===== src/rtl/branch_resolve_bht.sv =====
// Branch resolve unit with a direct-mapped table of 2-bit saturating counters.
// Fetch reads a prediction, execute resolves the branch, trains the table and flags mispredicts.
module branch_resolve_bht #(
    parameter int PC_W  = 32,
    parameter int IDX_W = 6
) (
    input  logic            clk,
    input  logic            rst,
    input  logic [PC_W-1:0] f_pc,
    output logic            f_pred_taken,
    input  logic            x_valid,
    input  logic [PC_W-1:0] x_pc,
    input  logic [2:0]      x_funct3,
    input  logic            x_pred_taken,
    input  logic [PC_W-1:0] x_target,
    output logic            BrUn,
    input  logic            BrEq,
    input  logic            BrLt,
    output logic            x_taken,
    output logic            redirect,
    output logic [PC_W-1:0] redirect_pc,
    output logic [31:0]     br_count,
    output logic [31:0]     mispred_count
);
    localparam int ENTRIES = 2 ** IDX_W;

    logic [1:0]       ctr [ENTRIES];
    logic [IDX_W-1:0] f_idx;
    logic [IDX_W-1:0] x_idx;
    logic             legal;
    logic             outcome;
    logic             accept;
    logic             mispredict;
    logic [PC_W-1:0]  fix_pc;
    logic             unused_pc_bits;

    assign f_idx          = f_pc[IDX_W+1:2];
    assign x_idx          = x_pc[IDX_W+1:2];
    assign unused_pc_bits = ^{f_pc[PC_W-1:IDX_W+2], f_pc[1:0]};

    // Read without bypass: an update in this cycle only shows up next cycle.
    assign f_pred_taken = ctr[f_idx][1];
    assign BrUn         = x_funct3[1];

    always_comb begin
        outcome = 1'b0;
        legal   = 1'b1;
        case (x_funct3)
            3'b000:  outcome = BrEq;
            3'b001:  outcome = ~BrEq;
            3'b100:  outcome = BrLt;
            3'b101:  outcome = ~BrLt;
            3'b110:  outcome = BrLt;
            3'b111:  outcome = ~BrLt;
            default: legal   = 1'b0;
        endcase
    end

    // Anything in execute during the redirect cycle is on the wrong path.
    assign accept     = x_valid & legal & ~redirect;
    assign x_taken    = accept & outcome;
    assign mispredict = accept & (x_taken != x_pred_taken);
    assign fix_pc     = x_taken ? x_target : x_pc + PC_W'(4);

    always_ff @(posedge clk) begin
        if (rst) begin
            for (int i = 0; i < ENTRIES; i++) begin
                ctr[i] <= 2'b01;
            end
            redirect      <= 1'b0;
            redirect_pc   <= '0;
            br_count      <= '0;
            mispred_count <= '0;
        end else begin
            redirect <= mispredict;
            if (accept) begin
                br_count <= br_count + 32'd1;
                if (x_taken) begin
                    if (ctr[x_idx] != 2'b11) begin
                        ctr[x_idx] <= ctr[x_idx] + 2'd1;
                    end
                end else if (ctr[x_idx] != 2'b00) begin
                    ctr[x_idx] <= ctr[x_idx] - 2'd1;
                end
            end
            if (mispredict) begin
                mispred_count <= mispred_count + 32'd1;
                redirect_pc   <= fix_pc;
            end
        end
    end
endmodule

===== config.mk =====
export PLATFORM = sky130hd
export DESIGN_NAME = branch_resolve_bht
export DESIGN_NICKNAME = d
export VERILOG_FILES = /design/src/rtl/branch_resolve_bht.sv
export SDC_FILE = /design/constraint.sdc
export NUM_CORES = 1
export LEC_CHECK = 0
export CAP_MARGIN = 25
export CORE_MARGIN = 2
export CORE_UTILIZATION = 54
export CTS_BUF_LIST = sky130_fd_sc_hd__clkbuf_16
export DETAILED_ROUTE_END_ITERATION = 7
export PLACE_DENSITY = 0.81
export SETUP_SLACK_MARGIN = 0.4
export SLEW_MARGIN = 5
export SYNTH_ARGS = -nofsm -noshare
export SYNTH_HDL_FRONTEND = slang
export SYNTH_SLANG_ARGS = --single-unit

===== constraint.sdc =====
create_clock -name clk -period 4.4 [get_ports clk]
set_clock_uncertainty 0.05 [all_clocks]
set_input_delay 0.88 -clock clk [delete_from_list [all_inputs] [get_ports clk]]
set_output_delay 0.88 -clock clk [all_outputs]
set_load 0.02 [all_outputs]

==> impl_metrics.env <==
export IMPL_max_stage_delay_ps=500
export IMPL_clock_latency_ps=530
export IMPL_final_hold_violation_count=0
export IMPL_post_route_util=0.697
export IMPL_drive_gt1_frac=0.170
export IMPL_grt_pass1_vias=10200
export IMPL_path_clk_slew_ps=60
export IMPL_hp_class="flop to flop"
export IMPL_async_flop_share=0
export IMPL_synth_seq_cells=225
export IMPL_finalCriticalPeriod_ps=4010
export IMPL_peakVddDrop_mv=0.214
export IMPL_firstDrtPassIters=8
export IMPL_syn_nets=1291
export IMPL_start_kind="input pin"
export IMPL_finalSetupViolCount=0
export IMPL_worstHoldEndpoint="redirect_pc[4]"
export IMPL_power_density_nw_per_um2=325
export IMPL_cts_hold_buf=0
export IMPL_critPathKind="input pin to flop"
export IMPL_required_ps=4580
export IMPL_clockBufferDepth=3
export IMPL_cts_root_buffer="clkbuf_16"
export IMPL_rsz0062_at_grt="false"
export IMPL_drc_errors=0
export IMPL_power_total_uw=4980
export IMPL_p_leak_uw=0.00502
export IMPL_ys_types=60
export IMPL_hold_depth=2
export IMPL_synth_warnings=0
export IMPL_synth_edf_count=128
export IMPL_antenna_found_initial=1
export IMPL_cts_num_sinks=225
export IMPL_synth_area_per_cell_sq_um=10.3
export IMPL_maxCapViolations=0
export IMPL_die_w_microns=154
export IMPL_antenna_left=0
export IMPL_finalCritPeriodShare=0.910
export IMPL_via_count=10600
export IMPL_reg2reg_depth=9
export IMPL_grt_max_degree=71
export IMPL_cts_tree="built"
export IMPL_fin_setup_tns_ps=0
export IMPL_overflow=0
export IMPL_die_area_sq_um=23700
export IMPL_hold_path_startpoint="redirect_pc[4]"
export IMPL_fin_nets=1478
export IMPL_initial_core_util=0.554
export IMPL_crit_top_cell="buf_4"
export IMPL_core_area_sq_um=22000
export IMPL_hpwl_mm=25.5
export IMPL_yosysSeqAreaShare=0.476
export IMPL_arrival_ps=4190
export IMPL_worstMarginPinSlew_ps=872
export IMPL_cp_slowest_cell="o41ai_2"
export IMPL_grt_total_usage=0.301
export IMPL_mappedNetlistArea_sq_um=12200
export IMPL_wire_per_inst_microns=22.3
export IMPL_relSlewSlack=0.414
export IMPL_grt_pass1_wl_mm=56.1
export IMPL_cp_end_kind="flop"
export IMPL_viasPerCell=6.37
export IMPL_rows=54
export IMPL_wl_mm=37.2
export IMPL_ios=205
export IMPL_timing_rr_end="ctr[30][0]"
export IMPL_cp_max_fo=23
export IMPL_synth_flop_cell="edfxtp_1"
export IMPL_status="complete, no violations"
export IMPL_area_delta_synth_final_pct=25.9
export IMPL_portBuffers=178
export IMPL_fp_dieH_microns=154
export IMPL_fmax_mhz=250
export IMPL_regToRegStartpoint="ctr[4][0]"
export IMPL_htreeDepth=1
export IMPL_syn_inst=1183
export IMPL_cts_buffers=25
export IMPL_cp_cell_sequence="clkdlybuf4s50_1 -> buf_12 -> buf_4 -> nand2_1 -> buf_4 -> o22ai_1 -> o41ai_2 -> buf_4 -> o2111ai_1 -> o31a_1 -> nand2_2 -> and2_4 -> buf_12 -> a31o_1"
export IMPL_regToRegSetupSlack_ps=1010
export IMPL_drtIter0Drc=1348
export IMPL_slew_violations=0
export IMPL_gp_congestion=0.935
==> power breakdown <==
part           total [uW]  switching, uW  internal (uW)  leakage (uW)
Combinational         832            487            345       0.00277
Clock                1850            826           1020      0.000367
Sequential           2290           30.0           2260       0.00189
==> how the worst max path moves through the flow <==
| stage | startpoint | endpoint | slack (ps) |
|---|---|---|---|
| final | x_pc[2] | ctr[30][0] | 390 |
| after global routing | x_pc[2] | ctr[30][0] | 410 |
| after CTS | f_pc[2] | f_pred_taken | 410 |
| after detailed placement | f_pc[2] | f_pred_taken | -240 |
| after global placement | f_pc[2] | f_pred_taken | -240 |
| after floorplan | f_pc[2] | f_pred_taken | 450 |
==> logic make-up after synthesis <==
| logic type | Yosys count | share of synthesized area |
|---|---|---|
| flops | 225 | 0.476 |
| simple gates | 509 | 0.220 |
| mux | 61 | 0.0804 |
| buf+inv | 114 | 0.0474 |
| fa+ha+maj | 3 | 0.00309 |
| compound gates | 184 | 0.110 |
| xor+xnor | 87 | 0.0633 |
==> layout by cell type, fill, tap and decap left out, types with 8 or more instances in the layout <==
| cell type | netlist | layout |
|---|---|---|
| o21ai_0 | 9 | 9 |
| a31o_2 | 30 | 30 |
| o22ai_1 | 19 | 19 |
| mux4_2 | 29 | 29 |
| dfxtp_1 | 97 | 97 |
| and4_1 | 10 | 10 |
| mux2i_1 | 31 | 31 |
| and3_1 | 15 | 15 |
| a211oi_1 | 12 | 12 |
| nand2_1 | 116 | 115 |
| buf_12 | 0 | 8 |
| a21oi_1 | 39 | 39 |
| or3_1 | 12 | 12 |
| nor2_1 | 121 | 121 |
| clkbuf_16 | 0 | 27 |
| nor3_1 | 32 | 32 |
| inv_1 | 14 | 20 |
| nand4_1 | 23 | 23 |
| o211ai_1 | 14 | 14 |
| buf_4 | 6 | 72 |
| nor3b_1 | 11 | 11 |
| clkinv_1 | 0 | 9 |
| nor3_2 | 41 | 41 |
| edfxtp_1 | 128 | 128 |
| xnor2_1 | 33 | 33 |
| nand3_1 | 81 | 81 |
| xor2_1 | 53 | 53 |
| clkdlybuf4s50_1 | 0 | 172 |
| and2_1 | 10 | 9 |
| a31o_1 | 34 | 34 |
==> Yosys cell counts, drive strengths merged, types with 5 or more instances <==
master | n | area, sq um
nor2 | 122 | 460
nor2b | 5 | 31.3
mux4 | 29 | 653
dfxtp | 97 | 1940
a31o | 64 | 561
and3 | 15 | 93.8
xor2 | 53 | 464
mux2i | 32 | 324
nor3b | 11 | 82.6
buf | 38 | 292
nand2b | 5 | 31.3
and4 | 10 | 87.6
nand2 | 117 | 442
and2 | 10 | 62.6
edfxtp | 128 | 3840
a21oi | 39 | 195
inv | 14 | 52.6
nor4 | 10 | 62.6
o211ai | 14 | 105
xnor2 | 34 | 305
nand4 | 23 | 144
o21ai | 10 | 61.3
o22ai | 19 | 119
nand3 | 81 | 405
or3 | 12 | 75.1
nor3 | 73 | 571
a211oi | 12 | 90.1
clkbuf | 62 | 233
==> critical path: cells and delay by family <==
kind | cells | cell delay (ps)
compound gates | 5 | 1420
buf+inv | 6 | 1370
simple gates | 3 | 470
==> through the flow <==
stage                     instances  setup WS [ps]  hold WS (ps)  area (sq um)
after CTS                      1666            406           402         15200
after global placement         1619           -239           389         14500
final                          1669            395           401         15300
after global routing           1669            409           432         15300
after detailed placement       1619           -243           395         14500
after floorplan                1183            446           480         12200
==> state kept, by name, summed over array words and instances (netlist names) <==
name / flops
ctr: 128
redirect: 1
mispred_count: 32
redirect_pc: 32
br_count: 32
==> routing by layer <==
metal / track usage / wire, microns
met3: 0.0521 / 3590
met5: 0 / 0
met1: 0.390 / 14200
met2: 0.492 / 17400
met4: 0.147 / 1990
==> layout make-up <==
type / count / area, sq um
Antenna cell: 1 / 2.50
Clock buffer: 25 / 626
Clock inverter: 20 / 90.1
Fill cell: 1559 / 6650
Inverter: 14 / 52.6
Multi-Input combinational cell: 844 / 5840
Sequential cell: 225 / 5790
Tap cell: 280 / 350
Timing Repair Buffer: 260 / 2560
==> what timing repair did <==
action / in CTS / in global routing
endpoints found under the setup margin: 16 / 124
gates resized for setup: 11 / 5
buffers inserted: 0 / 0
cloned: 2 / 2
endpoints found under the hold margin: 0 / 0
(Power assumes the default switching activity.)
==> RTL edit 1 (config.mk and constraints unchanged) <==
Change the parameter `PC_W` from 32 to 64.
--- a/src/rtl/branch_resolve_bht.sv
+++ b/src/rtl/branch_resolve_bht.sv
@@ -3,3 +3,3 @@
 module branch_resolve_bht #(
-    parameter int PC_W  = 32,
+    parameter int PC_W  = 64,
     parameter int IDX_W = 6
Interface: changed (resized f_pc, redirect_pc, x_pc and x_target); port bits go from 205 to 333. The function was not compared with the original's and may differ.
==> RTL edit 1 against the unedited design <==
  * Setup slack improved by 0.13 ns
  * Sequential cell count increased by 32
  * Final cell count increased by 31%
  * Design area increased by 24%
  * Sequential share of layout area decreased by 4.0 points
  * Count of clock-buffer cells in the layout increased by 4
  * Area after synthesis increased by 21%
  * Wire length increased by 23%
  * Highest routed layer unchanged
  * First-iteration DRC count decreased by 17%
  * Total power increased by 22%
==> RTL edit 1: results <==
[outcome]
run_status = finished clean

[worst_setup_path]
critical-path-slowest-cell = sky130_fd_sc_hd__mux4_2
path_delay_family = multiplexers
crit_path_max_fanout = 8
ff2ff_setup_slack_ns = 1.33
critPathArrivalTime_ns = 2.95
cp_slowest_stage_delay_ns = 0.52
worst-setup-path-type = in -> out

[logic_synthesis]
top_cells_by_instance_count_after_synthesis = sky130_fd_sc_hd__nor2_1, sky130_fd_sc_hd__nand2_1, sky130_fd_sc_hd__dfxtp_1, sky130_fd_sc_hd__edfxtp_1, sky130_fd_sc_hd__nand3_1
yosys.cell_types.count = 73
synthArstFlopShare = 0
dominantRegCellSynth = sky130_fd_sc_hd__dfxtp_1
synth_seq_area_share = 0.437
ys.warnings.count = 0
number_of_synthesized_flops_with_an_enable_pin = 128
synth_net_count = 1759
cell_types_with_the_largest_area_share_after_synthesis = sky130_fd_sc_hd__edfxtp_1, sky130_fd_sc_hd__dfxtp_1, sky130_fd_sc_hd__mux4_2

[clock_tree]
worst_skew_pair.late_latency_ns = 0.56
cts_made_buffers = 28
cts.clk_slew.worst_paths_ns = 0.06
max-clock-path-buffers = 3
clkSinkCount = 257
h_tree_depth = 1

[layout]
clockBufferCount = 29
multi_input_comb_cells = 1144
drive_gt1_frac = 0.130
non_clock_buffer_count = 371
design.final.nets = 2022
fill_cell_count = 1939
reg.largest.list = ctr: 128 flops, redirect_pc: 64 flops
sequential_standard_cell_area_mm2 = 0.00643
layout.clock.cell_area_share = 0.0488
buffer_area_frac = 0.192
antenna-diode-count = 0
share_of_the_final_layout_cell_area_in_multi_input_gates = 0.396
layout.non_clock_inverters = 16

[power]
intPower_mw = 4.41
leakage_dissipation_nw = 6.25
peakVddDrop_mv = 0.287

[global_route]
grt_antenna_before_repair = 0
grt_pass1_vias = 13500
grt_max_degree = 153
gr-usage-all-layers = 0.312
grt_first_pass_wirelength_um = 71300

[sta]
max_slew.worst_pin.slew_ns = 0.848
worst_hold_slack_ns = 0.404
tns_ns = 0

[detailed_routing]
detail_route.first_pass.iterations = 5
drtIter0Drc = 1124
detail_route.drc_violations = 0
detail_route.wl_per_cell_um = 21.0
route.detailed.vias_per_inst = 6.26

[hold_path]
hold_path_class = reg -> reg

[placed_design]
place.detailed.hpwl_um = 31200
port-buffer-count = 274
gp_congestion = 0.918
-- RTL edit 1: power groups by stage --
stage | clock network (mW) | logic, mW | registers (mW)
global route | 2.50 | 1.13 | 2.63
detailed placement | 0 | 1.04 | 2.67
CTS | 2.39 | 1.06 | 2.62
global placement | 0 | 1.02 | 2.67
finish | 2.38 | 1.07 | 2.62
floorplan | 0 | 0.540 | 2.71
-- RTL edit 1: cell families after synthesis --
| logic type | Yosys count | synth area share |
|---|---|---|
| xor gates and xnor gates | 113 | 0.0673 |
| muxes | 67 | 0.0726 |
| buffers and inverters | 154 | 0.0521 |
| and+or+nand+nor | 709 | 0.245 |
| AOI/OAI and AO/OA | 252 | 0.124 |
| adders and majority gates | 3 | 0.00255 |
| DFF | 257 | 0.437 |
-- RTL edit 1: what timing repair did --
action	CTS	global route
pin swaps	0	0
gates resized for setup	8	3
cloned	2	0
setup endpoints to repair	1	1
setup buffers	0	0
-- RTL edit 1: path summary, 6_finish.rpt --
check / from / to / cells after the start
worst min register to register: redirect_pc[43] / redirect_pc[43] / 2
worst max-delay path: f_pc[2] / f_pred_taken / 6
worst max register to register: ctr[38][0] / ctr[52][1] / 8
worst min-delay path: redirect_pc[43] / redirect_pc[43] / 2
-- RTL edit 1: layer usage --
| metal | track usage | share of wire |
|---|---|---|
| met1 | 0.369 | 0.36 |
| met2 | 0.530 | 0.49 |
| met3 | 0.0753 | 0.099 |
| met4 | 0.161 | 0.053 |
| met5 | 0 | 0 |
-- RTL edit 1: through the flow --
step	utilization	cells	instance area, um^2	setup slack (ns)
after floorplan	-	1555	14700	0.446
after global placement	0.671	2126	18000	-0.237
after detailed placement	0.671	2127	18000	-0.248
after CTS	0.708	2181	19000	0.414
after global routing	0.708	2181	19000	0.482
final	0.708	2181	19000	0.524
==> RTL edit 2 (same settings) <==
Without the edit above. Register the input `x_valid` before use. The logic sees it one clock later. The other inputs are not delayed to match.
--- a/src/rtl/branch_resolve_bht.sv
+++ b/src/rtl/branch_resolve_bht.sv
@@ -25,2 +25,8 @@
     localparam int ENTRIES = 2 ** IDX_W;
+
+    logic x_valid_q;
+
+    always_ff @(posedge clk) begin
+        x_valid_q <= x_valid;
+    end
 
@@ -59,3 +65,3 @@
     // Anything in execute during the redirect cycle is on the wrong path.
-    assign accept     = x_valid & legal & ~redirect;
+    assign accept     = x_valid_q & legal & ~redirect;
     assign x_taken    = accept & outcome;
Behaviour: not the same (Yosys sat finds a counterexample within 4 cycles, from zero or initial values and one cycle with rst high).
==> RTL edit 2 against the unedited design <==
  * First-iteration DRC count is 15% lower
  * Wire length is 2.1% lower
  * Sequential cell count is 1 higher
  * Setup slack better by 0.021 ns
  * Total power is 5.2% higher
  * Fmax is 0.52% higher
  * Area after synthesis is 0.80% higher
  * Die area is 0.78% higher
  * Design area is 1.4% higher
  * Clock power is 14% higher
  * Critical path depth is 8 lower
  * Largest cell class unchanged
==> RTL edit 2: results <==
[outcome]
run_status = finished clean

[placed_design]
detailedPlace.worstSlack_ns = -0.211
placed_cells_incl_taps = 1629
post_dp_cell_area_mm2 = 0.0146

[sta]
worst_hold_slack_ns = 0.402
max_slew.worst_pin.slew_ns = 0.940
timing.fmax_ghz = 0.251

[detailed_routing]
routed-wl-met3_um = 3480
drtIter0Drc = 1152
detail_route.first_pass.iterations = 5
detailroute.wirelength.met2_um = 17000
detail_route.wl_per_cell_um = 21.7

[logic_synthesis]
cell_types_with_the_largest_area_share_after_synthesis = sky130_fd_sc_hd__edfxtp_1, sky130_fd_sc_hd__dfxtp_1, sky130_fd_sc_hd__mux4_2
synth_compound_gate_area_share = 0.108
synth.mux.area_fraction = 0.0794
yosys.area.top_type_share = 0.314
synth_seq_area_share = 0.474
synth_adder_area_share = 0.00306
synth_net_count = 1295
synthXorXnorAreaFrac = 0.0628

[layout]
layout.clock.cell_area_share = 0.0530
design.final.nets = 1482
antenna-diode-count = 0
multi_input_comb_cells = 855
drive_gt1_frac = 0.162
buffer_area_frac = 0.165
share_of_the_final_layout_cell_area_in_multi_input_gates = 0.382
clockBufferCount = 26
finalInstanceArea_mm2 = 0.0155

[global_route]
grt_use_met3 = 0.0549
grt_antenna_before_repair = 0
grt_first_pass_wirelength_um = 55200
grt_max_degree = 87
grt_pass1_vias = 10100
met2_usage = 0.469
grtUsageMet1 = 0.380

[worst_setup_path]
crit-reg2reg-capture = ctr[3][1]
cp_slowest_stage_delay_ns = 0.54
critPathArrivalTime_ns = 3.05
crit_path_max_fanout = 8
critical-path-slowest-cell = sky130_fd_sc_hd__mux4_2

[power]
sequentialPower_mw = 2.31
power.share.combinational = 0.156
power.switching_mw = 1.38
intPower_mw = 3.86

[die]
well_tap_count = 285

[clock_tree]
ctsResizeCount = 7
==> RTL edit 2: cell count changes after synthesis, moves of 6 or more <==
cell                      change
sky130_fd_sc_hd__nor3_2      +19
sky130_fd_sc_hd__and3_1      +10
sky130_fd_sc_hd__xor2_1       -7
sky130_fd_sc_hd__nor3_1      -12
sky130_fd_sc_hd__nand3_1     +10
sky130_fd_sc_hd__nand4_1      -6
sky130_fd_sc_hd__a31o_1      +28
sky130_fd_sc_hd__xnor2_1      +7
sky130_fd_sc_hd__a31o_2      -28
==> RTL edit 2: worst max-delay path, delay by kind of cell <==
kind,cells,cell delay (ns)
buffers and inverters,3,0.64
multiplexers,3,1.53
==> RTL edit 2: worst max path at each step <==
| stage | end | cells after the start |
|---|---|---|
| final | f_pred_taken | 6 |
| after global routing | f_pred_taken | 6 |
| after CTS | f_pred_taken | 6 |
| after detailed placement | f_pred_taken | 6 |
| after global placement | f_pred_taken | 6 |
| after floorplan | f_pred_taken | 5 |
